<file path="src/rtl/dmem_arb_pkg.sv">
// dmem_arb_pkg: shared definitions for the data-memory arbiter.
//   HALF_W / FULL_W : memory word width (24) and wide access width (48),
//                     taken from the DMEM_HALF_W / DMEM_FULL_W size macros.
//   arb_state_e     : arbiter state (ARB_PIPE, ARB_FORCE).
//   owner_e         : owner tag of an outstanding read (OWN_P, OWN_X).
`ifndef DMEM_HALF_W
`define DMEM_HALF_W 24
`endif
`ifndef DMEM_FULL_W
`define DMEM_FULL_W 48
`endif

package dmem_arb_pkg;
  localparam int HALF_W = `DMEM_HALF_W;
  localparam int FULL_W = `DMEM_FULL_W;

  typedef enum logic {
    ARB_PIPE  = 1'b0,
    ARB_FORCE = 1'b1
  } arb_state_e;

  typedef enum logic {
    OWN_P = 1'b0,
    OWN_X = 1'b1
  } owner_e;
endpackage

</file>
<file path="src/rtl/dmem_arb_split.sv">
// dmem_arb_split: maps one granted request onto the two memory ports.
//   en_i                 : a request is granted this cycle (else both ports idle)
//   we_i, wide_i         : write / 48-bit access flags of the granted request
//   addr_i, wdata_i      : word address and write data of the granted request
//   we0_o/we1_o, addr0_o/addr1_o, wdata0_o/wdata1_o : memory port controls
// Wide accesses put the upper half on port0 at A and the lower half on port1
// at A+1; the address increment wraps modulo 2^FULL_W.
module dmem_arb_split
  import dmem_arb_pkg::*;
(
  input  logic              en_i,
  input  logic              we_i,
  input  logic              wide_i,
  input  logic [FULL_W-1:0] addr_i,
  input  logic [FULL_W-1:0] wdata_i,
  output logic              we0_o,
  output logic              we1_o,
  output logic [FULL_W-1:0] addr0_o,
  output logic [FULL_W-1:0] addr1_o,
  output logic [HALF_W-1:0] wdata0_o,
  output logic [HALF_W-1:0] wdata1_o
);

  always_comb begin
    we0_o    = 1'b0;
    we1_o    = 1'b0;
    addr0_o  = '0;
    addr1_o  = '0;
    wdata0_o = '0;
    wdata1_o = '0;
    if (en_i) begin
      we0_o   = we_i;
      addr0_o = addr_i;
      if (wide_i) begin
        wdata0_o = wdata_i[FULL_W-1:HALF_W];
        we1_o    = we_i;
        addr1_o  = addr_i + FULL_W'(1);
        wdata1_o = wdata_i[HALF_W-1:0];
      end else begin
        wdata0_o = wdata_i[HALF_W-1:0];
      end
    end
  end

endmodule

</file>
<file path="src/rtl/dmem_arb.sv">
// dmem_arb: arbitrates the dual-port 24-bit data memory between the pipeline
// (requester P) and an auxiliary master (requester X).
//   iw_clk, iw_rst           : clock, synchronous active-high reset
//   iw_p_* / iw_x_*          : request valid, we, wide, addr, wdata
//   ow_p_stall               : P not taken this cycle (P holds its request)
//   ow_x_ready               : X accepted this cycle
//   ow_p_rvalid/ow_p_rdata   : P read response, one cycle after grant
//   ow_x_rvalid/ow_x_rdata   : X read response, one cycle after grant
//   ow_mem_* / iw_mem_rdata* : dual-port memory interface
// Optional: define DMEM_ARB_PERF_EN to add ow_perf_p_grants, ow_perf_x_grants,
// ow_perf_p_stalls and ow_perf_x_waits counters (PERF_W bits, wrapping).
//
// Handshake: P is granted in any cycle where iw_p_valid=1 and ow_p_stall=0;
// X is granted in any cycle where iw_x_valid=1 and ow_x_ready=1. Both
// requesters keep their request stable until granted. A granted read returns
// exactly one rvalid pulse on the owner's side in the following cycle.
module dmem_arb
  import dmem_arb_pkg::*;
#(
  parameter int STARVE_LIMIT = 4,
  parameter int STARVE_W     = 4
`ifdef DMEM_ARB_PERF_EN
  ,
  parameter int PERF_W       = 32
`endif
) (
  input  logic              iw_clk,
  input  logic              iw_rst,
  input  logic              iw_p_valid,
  input  logic              iw_p_we,
  input  logic              iw_p_wide,
  input  logic [FULL_W-1:0] iw_p_addr,
  input  logic [FULL_W-1:0] iw_p_wdata,
  output logic              ow_p_stall,
  output logic              ow_p_rvalid,
  output logic [FULL_W-1:0] ow_p_rdata,
  input  logic              iw_x_valid,
  input  logic              iw_x_we,
  input  logic              iw_x_wide,
  input  logic [FULL_W-1:0] iw_x_addr,
  input  logic [FULL_W-1:0] iw_x_wdata,
  output logic              ow_x_ready,
  output logic              ow_x_rvalid,
  output logic [FULL_W-1:0] ow_x_rdata,
  output logic              ow_mem_we0,
  output logic              ow_mem_we1,
  output logic [FULL_W-1:0] ow_mem_addr0,
  output logic [FULL_W-1:0] ow_mem_addr1,
  output logic [HALF_W-1:0] ow_mem_wdata0,
  output logic [HALF_W-1:0] ow_mem_wdata1,
  input  logic [HALF_W-1:0] iw_mem_rdata0,
  input  logic [HALF_W-1:0] iw_mem_rdata1
`ifdef DMEM_ARB_PERF_EN
  ,
  output logic [PERF_W-1:0] ow_perf_p_grants,
  output logic [PERF_W-1:0] ow_perf_x_grants,
  output logic [PERF_W-1:0] ow_perf_p_stalls,
  output logic [PERF_W-1:0] ow_perf_x_waits
`endif
);

  localparam logic [STARVE_W-1:0] CNT_MAX = {STARVE_W{1'b1}};

  arb_state_e          state_q, state_d;
  logic [STARVE_W-1:0] cnt_q, cnt_d;
  logic                p_grant, x_grant, p_stall;
  logic                rvalid_q, rvalid_d;
  logic                wide_q, wide_d;
  owner_e              owner_q, owner_d;

  logic                sel_en, sel_we, sel_wide;
  logic [FULL_W-1:0]   sel_addr, sel_wdata;
  logic [FULL_W-1:0]   rd_full;

  // Grant and next-state logic. Reset suppresses every grant so the memory
  // sees idle ports and no read gets captured.
  always_comb begin
    p_grant = 1'b0;
    x_grant = 1'b0;
    p_stall = 1'b0;
    state_d = ARB_PIPE;
    cnt_d   = '0;
    if (!iw_rst) begin
      if (state_q == ARB_FORCE && iw_x_valid) begin
        x_grant = 1'b1;
        p_stall = iw_p_valid;
      end else if (iw_p_valid) begin
        p_grant = 1'b1;
      end else if (iw_x_valid) begin
        x_grant = 1'b1;
      end
      // Only a denied X counts; a grant or an idle X clears the count.
      // ARB_FORCE always falls back to ARB_PIPE with the count cleared.
      if (iw_x_valid && !x_grant) begin
        cnt_d = (cnt_q == CNT_MAX) ? cnt_q : cnt_q + 1'b1;
        if (STARVE_LIMIT != 0 && cnt_d == STARVE_W'(STARVE_LIMIT)) begin
          state_d = ARB_FORCE;
        end
      end
    end
  end

  assign sel_en    = p_grant | x_grant;
  assign sel_we    = x_grant ? iw_x_we    : iw_p_we;
  assign sel_wide  = x_grant ? iw_x_wide  : iw_p_wide;
  assign sel_addr  = x_grant ? iw_x_addr  : iw_p_addr;
  assign sel_wdata = x_grant ? iw_x_wdata : iw_p_wdata;

  assign rvalid_d = sel_en & ~sel_we;
  assign owner_d  = x_grant ? OWN_X : OWN_P;
  assign wide_d   = sel_wide;

  dmem_arb_split u_split (
    .en_i     (sel_en),
    .we_i     (sel_we),
    .wide_i   (sel_wide),
    .addr_i   (sel_addr),
    .wdata_i  (sel_wdata),
    .we0_o    (ow_mem_we0),
    .we1_o    (ow_mem_we1),
    .addr0_o  (ow_mem_addr0),
    .addr1_o  (ow_mem_addr1),
    .wdata0_o (ow_mem_wdata0),
    .wdata1_o (ow_mem_wdata1)
  );

  always_ff @(posedge iw_clk) begin
    if (iw_rst) begin
      state_q  <= ARB_PIPE;
      cnt_q    <= '0;
      rvalid_q <= 1'b0;
      wide_q   <= 1'b0;
      owner_q  <= OWN_P;
    end else begin
      state_q  <= state_d;
      cnt_q    <= cnt_d;
      rvalid_q <= rvalid_d;
      wide_q   <= wide_d;
      owner_q  <= owner_d;
    end
  end

  assign ow_p_stall = p_stall;
  assign ow_x_ready = x_grant;

  // Response gating on iw_rst drops a read whose response cycle coincides
  // with reset.
  assign rd_full     = wide_q ? {iw_mem_rdata0, iw_mem_rdata1}
                              : {{HALF_W{1'b0}}, iw_mem_rdata0};
  assign ow_p_rvalid = rvalid_q & (owner_q == OWN_P) & ~iw_rst;
  assign ow_x_rvalid = rvalid_q & (owner_q == OWN_X) & ~iw_rst;
  assign ow_p_rdata  = ow_p_rvalid ? rd_full : '0;
  assign ow_x_rdata  = ow_x_rvalid ? rd_full : '0;

`ifdef DMEM_ARB_PERF_EN
  logic [PERF_W-1:0] perf_pg_q, perf_xg_q, perf_ps_q, perf_xw_q;

  always_ff @(posedge iw_clk) begin
    if (iw_rst) begin
      perf_pg_q <= '0;
      perf_xg_q <= '0;
      perf_ps_q <= '0;
      perf_xw_q <= '0;
    end else begin
      perf_pg_q <= perf_pg_q + PERF_W'(p_grant);
      perf_xg_q <= perf_xg_q + PERF_W'(x_grant);
      perf_ps_q <= perf_ps_q + PERF_W'(p_stall);
      perf_xw_q <= perf_xw_q + PERF_W'(iw_x_valid & ~x_grant);
    end
  end

  assign ow_perf_p_grants = perf_pg_q;
  assign ow_perf_x_grants = perf_xg_q;
  assign ow_perf_p_stalls = perf_ps_q;
  assign ow_perf_x_waits  = perf_xw_q;
`endif

endmodule
</file>
<file path="config.mk">
export PLATFORM = sky130hd
export DESIGN_NAME = dmem_arb
export DESIGN_NICKNAME = d
export VERILOG_FILES = /design/src/rtl/dmem_arb_pkg.sv /design/src/rtl/dmem_arb_split.sv /design/src/rtl/dmem_arb.sv
export SDC_FILE = /design/constraint.sdc
export NUM_CORES = 1
export LEC_CHECK = 0
export CAP_MARGIN = 40
export CORE_AREA = 2 2 190 192
export DETAILED_ROUTE_END_ITERATION = 6
export DIE_AREA = 0 0 192 194
export PLACE_DENSITY = 0.47
export SLEW_MARGIN = 30
export SYNTH_ARGS = -nofsm -noshare
export SYNTH_HDL_FRONTEND = slang
export SYNTH_SLANG_ARGS = --single-unit
</file>
<file path="constraint.sdc">
create_clock -name iw_clk -period 6.35 [get_ports iw_clk]
set_input_delay 0.9525 -clock iw_clk [delete_from_list [all_inputs] [get_ports iw_clk]]
set_output_delay 0.9525 -clock iw_clk [all_outputs]
set_load 0.05 [all_outputs]
</file>
### Word level (Yosys, flattened, before mapping)

Index checks and enable logic that the tools add are counted.

| word-level totals | value |
|---|---|
| word-level logic and storage cells | 53 |
| output and inout port bits | 246 |
| input port bits | 248 |
| flip-flop bits (word level) | 8 |

| cells by class | value |
|---|---|
| bitwise gates (word level) | 10 |
| multiplexer cells | 30 |
| equality and inequality tests | 2 |
| add/subtract/negate cells | 2 |
| reductions and logical operators | 4 |

Operator list:

| operator | number |
|---|---|
| 48-bit two-way mux | 8 |
| 24-bit two-way mux | 4 |
| 48-bit by 1-bit adder with 48-bit output, second input constant | 1 |
| 1-bit two-way mux | 17 |
| 1-bit AND | 5 |
| 4-bit by 1-bit adder with 4-bit output, second input constant | 1 |
| 4-bit by 3-bit equality test with 1-bit output, second input constant | 1 |
| 4-bit equality test, second input constant | 1 |
| 4-bit two-way mux | 1 |
| 1-bit inverter | 4 |
| 1-bit logical AND | 2 |
| 2-bit OR reduction | 1 |
| 1-bit zero test | 1 |
| 1-bit bitwise OR | 1 |

### Logic depth before layout (Yosys ltp)

| logic depth | value |
|---|---|
| depth after elaboration | 9 |
| gate-level depth with buffers | 18 |

### Hierarchy

A second synthesis with hierarchy kept.

| unflattened totals | value |
|---|---|
| cells, all modules | 680 |
| area total of the unflattened synthesis | 4906.0 um^2 |

By module, submodules not included:

| module | seq. area each (um^2) | cells each | area an instance (um^2) | times used |
|---|---|---|---|---|
| dmem_arb_split | 0.0 | 388 | 2464.9 | 1 |
| dmem_arb | 160.2 | 292 | 2441.1 | 1 |

### Worst setup path after synthesis

No wires, ideal clock.

| timing | value |
|---|---|
| path kind | input port to output port |
| from | input port iw_x_valid |
| to | output port ow_mem_addr1[40] |
| data required time | 5.398 ns |
| slack | 0.732 ns |
| arrival | 4.665 ns |
| stages on the path | 17 |
| path through | nor2b_1 > buf_6 > nand2_1 > clkbuf_1 > inv_2 > buf_2 > buf_2 > buf_2 > nand2_1 > nand2_1 > ha_1 > nand4_1 > a211oi_1 > a21oi_1 > a221o_1 > o21ai_0 > nor3b_1 |

| on the way | value |
|---|---|
| longest elaborated chain between the ends | 9 |

Ends and longest elaborated chain:

| what | line | source |
|---|---|---|
| start, declared | dmem_arb.sv:37 | `input logic iw_x_valid,` |
| 1-bit two-way mux | dmem_arb.sv:89 | `end else if (iw_x_valid) begin` |
| 1-bit two-way mux | dmem_arb.sv:87 | `end else if (iw_p_valid) begin` |
| 1-bit two-way mux | dmem_arb.sv:84 | `if (state_q == ARB_FORCE && iw_x_valid) begin` |
| 1-bit two-way mux (2 in series) | dmem_arb.sv:83 | `if (!iw_rst) begin` |
| 48-bit two-way mux | dmem_arb.sv:106 | `assign sel_addr = x_grant ? iw_x_addr : iw_p_addr;` |
| 48-bit by 1-bit adder with 48-bit output | dmem_arb_split.sv:37 | `addr1_o = addr_i + FULL_W'(1);` |
| 48-bit two-way mux | dmem_arb_split.sv:34 | `if (wide_i) begin` |
| 48-bit two-way mux * | dmem_arb_split.sv:31 | `if (en_i) begin` |
| end, declared | dmem_arb.sv:48 | `output logic [FULL_W-1:0] ow_mem_addr1,` |

Every way passes the cells marked *; elsewhere a longest branch is shown, timed or not. The select of a mux whose other input is x is not followed.

### Worst setup path after layout

| timing | value |
|---|---|
| from | input port iw_p_valid |
| to | output port ow_mem_addr1[37] |

| on the way | value |
|---|---|
| longest elaborated chain between the ends | 8 |

Ends and longest elaborated chain:

| what | line | source |
|---|---|---|
| start, declared | dmem_arb.sv:29 | `input logic iw_p_valid,` |
| 1-bit two-way mux | dmem_arb.sv:87 |  |
| 1-bit two-way mux | dmem_arb.sv:84 |  |
| 1-bit two-way mux (2 in series) | dmem_arb.sv:83 |  |
| 48-bit two-way mux | dmem_arb.sv:106 |  |
| 48-bit by 1-bit adder with 48-bit output | dmem_arb_split.sv:37 |  |
| 48-bit two-way mux | dmem_arb_split.sv:34 |  |
| 48-bit two-way mux * | dmem_arb_split.sv:31 |  |

Marks and branches as above.

==> key figures <==
Power
  • Sequential share of power: 6.0%
  • Int Power: 454 uW
  • LEAKAGE: 0.00403 uW
  • Gate power share: 82.5%
  • Clock power share: 11.5%
  • Peak supply drop: 0.0000799 V
  • Pwr dens: 86.5 mW/mm2
  • Final Power: 939 uW
  • P_sw: 485 uW
  • Switching Fraction: 51.7%

Floorplanning
  • I/O Pins: 494
  • DIE WIDTH: 192 um
  • Row count: 69
  • Initial core utilization: 14.7%
  • Core area: 0.0352 mm2
  • Total die area: 0.0372 mm2
  • Die height: 194 um

Critical path
  • Crit start category: input pin
  • Crit path DAT: 4520 ps
  • Crit path max-delay family: buffers and inverters
  • Critical Path Most Common Cell: clkdlybuf4s50_1
  • Crit Reg-Reg Endpoint: rvalid_q$_SDFF_PP0_
  • Crit Path Class: input pin to primary output
  • CP Capture Type: primary output
  • Required time of the critical path: 5400 ps
  • Crit path largest cell delay: 850 ps
  • Cell Chain, Critical Path: clkdlybuf4s50_1 -> nor2b_4 -> o2111ai_1 -> o22ai_1 -> nand4_1 -> buf_4 -> o31a_1 -> nor3_1 -> clkdlybuf4s50_1
  • Setup slack, reg-to-reg: 4670 ps
  • R2r startpoint: state_q$_SDFF_PP0_
  • CP bufs+invs: 3
  • CP max FO: 18
  • Critical Path Slowest Stage Cell: clkdlybuf4s50_1
  • Reg2Reg Depth: 5

Worst hold path
  • Min-Delay Startpoint: cnt_q[0]$_SDFF_PP0_
  • Worst Hold Depth: 1
  • Hold path endpoint: state_q$_SDFF_PP0_
  • Hold Crit Class: flop to flop

Clock network
  • Reg clk slew, reported paths: 40 ps
  • CTS Buffer Depth: 2
  • CTS Buf Count: 3
  • CTS H-tree depth: 1
  • Sink Count: 8
  • Latest clock arrival within the worst-skew pair: 240 ps
  • Setup Fix Bufs, Post-CTS: 0
  • CTS Hold Buffers Added: 0
  • CTS tree: built
  • Post-CTS sizing: 0
  • Root Driver: clkbuf_16

Logic synthesis
  • Seq/Total Area, Yosys: 3.09%
  • Area leader, netlist: mux2i_1
  • Number of flops mapped to enable cells by yosys: 0
  • Synth top area cells: mux2i_1 17%, nor2_1 10%, and3_1 8.3%, a211oi_1 8.0%, nand2_1 7.0%
  • Post-synth top flop: dfxtp_1
  • #FFs+latches synth: 8
  • Ys Warns: 0
  • Async SR Flop Fraction: 0%
  • Area fraction of the dominant cell type after synthesis: 17.0%
  • Cell area after synthesis: 0.00518 mm2
  • Synthesized instance count: 844
  • Synthesized area per cell: 6.14 um2
  • Syn_nets: 1,094
  • Number of distinct library cells after synthesis: 68

Flow run
  • Max-cap violations: 0

Global routing
  • Vias in the first global route: 8,360
  • Grt total ovfl: 0
  • Initial antenna violation count: 2
  • First-pass GRT wire length: 55.9 mm
  • Total Routing Usage GR: 19.8%
  • Pin count of the biggest net entering global routing: 79

STA
  • Setup TNS: 0 ps
  • RSZ-0062 raised after global routing: false
  • Slew HR: 32.4%
  • Final Skew: 2.90 ps
  • Final Cycle Share: 86.2%
  • Worst slew pin tran: 1010 ps
  • Fmax: 0.183 GHz
  • Slew Limit Fails: 0
  • Final setup violation count: 0
  • Fin crit period: 5470 ps
  • Fin Hold WS: 540 ps
  • Final hold violations: 0

Detailed routing
  • Vias: 8,373
  • First DRT Iteration DRCs: 489
  • DR pass1 iterations: 5
  • Drt drc: 0
  • Per-cell routed wire length: 22.3 um
  • Post-DRT Antenna Nets: 0
  • Drt total wl: 39.0 mm
  • Post-DR vias/cell: 4.78

Placed design
  • Port buffer count: 493
  • DP Wirelength: 32.1 mm
  • Placer Congestion: 0.890
  • Area after DPL: 0.0108 mm2

Layout
  • Most common cell after layout, fill and taps aside: clkdlybuf4s50_1
  • Synthesis-to-layout area growth: 109%
  • Nets: 1,541
  • Design Area, Final: 0.0108 mm2
  • Commonest cells after routing, fill and taps aside: 466 x clkdlybuf4s50_1, 143 x nor2_1, 96 x nand2_1, 88 x mux2i_1, 69 x and3_1
  • Antenna Cells: 0
  • Layout cell share with drive strength beyond 1: 5.82%

Outcome
  • Outcome: finished clean
-- power groups by stage --
stage	Sequential (uW)	Combinational, uW	Clock (uW)
global route	56.4	814	112
CTS	55.9	777	109
finish	56.0	774	108
detailed placement	56.8	773	0
floorplan	53.3	393	0
global placement	56.8	776	0
-- per-stage QoR --
| step | instances | setup WS, ps | utilization, % |
|---|---|---|---|
| floorplan | 844 | 732 | - |
| global placement | 1746 | 890 | 30.5 |
| detailed placement | 1746 | 854 | 30.5 |
| CTS | 1749 | 840 | 30.7 |
| global route | 1750 | 705 | 30.8 |
| finish | 1750 | 875 | 30.8 |
-- kinds of logic (layout without fill, tap and decap cells) --
group	count (synthesis)	in the layout	synth area share [%]
AOI/OAI and AO/OA	174	174	23.0
buffers and inverters	79	524	6.40
adders and majority gates	2	2	0.483
xor gates and xnor gates	28	28	4.73
muxes	93	93	18.1
DFF	8	8	3.09
and+or+nand+nor	460	460	44.2
-- cell usage after synthesis (all sizes together), types with 16 or more instances --
cell type,number
mux2i,88
nor2b,33
clkbuf,54
nand4,22
buf,17
and3,69
nor2,143
nand3,31
nor3,19
a211oi,55
a21oi,47
nand2,97
o21ai,16
-- how the worst max path moves through the flow --
stage,cells after the start,from,slack (ps),to
CTS,9,iw_p_valid,840,ow_mem_addr1[37]
detailed placement,9,iw_p_valid,850,ow_mem_addr1[37]
floorplan,17,iw_x_valid,730,ow_mem_addr1[40]
global placement,9,iw_p_valid,890,ow_mem_addr1[37]
finish,9,iw_p_valid,880,ow_mem_addr1[37]
global route,9,iw_p_valid,710,ow_mem_addr1[35]
-- layout make-up --
type	count	area, um2
clock buffer	3	75.1
fill	3855	24400
inverter	8	32.5
multi-input combinational	757	4710
sequential	8	161
tap	461	577
timing repair buffer	513	5290
-- worst reg2reg max path, cell delays in order (launching register included) --
cell and delay [ps]:
dfxtp_1 350, nand2b_2 220, nand2_4 120, buf_4 330, mux2i_1 390, nor2b_1 200
-- flip-flops by register name, summed over array words and instances (netlist names) --
register / count
rvalid_q: 1
state_q: 1
wide_q: 1
cnt_q: 4
owner_q: 1
-- layer usage --
| metal | routed length, um | vias to the layer above | GRT usage (%) |
|---|---|---|---|
| li1 | - | 4001 | - |
| met1 | 14700 | 3907 | 22.4 |
| met2 | 19600 | 416 | 36.3 |
| met3 | 3660 | 45 | 5.27 |
| met4 | 999 | 4 | 5.17 |
| met5 | 30 | - | 0 |
Power figures use the tool's default switching activity.
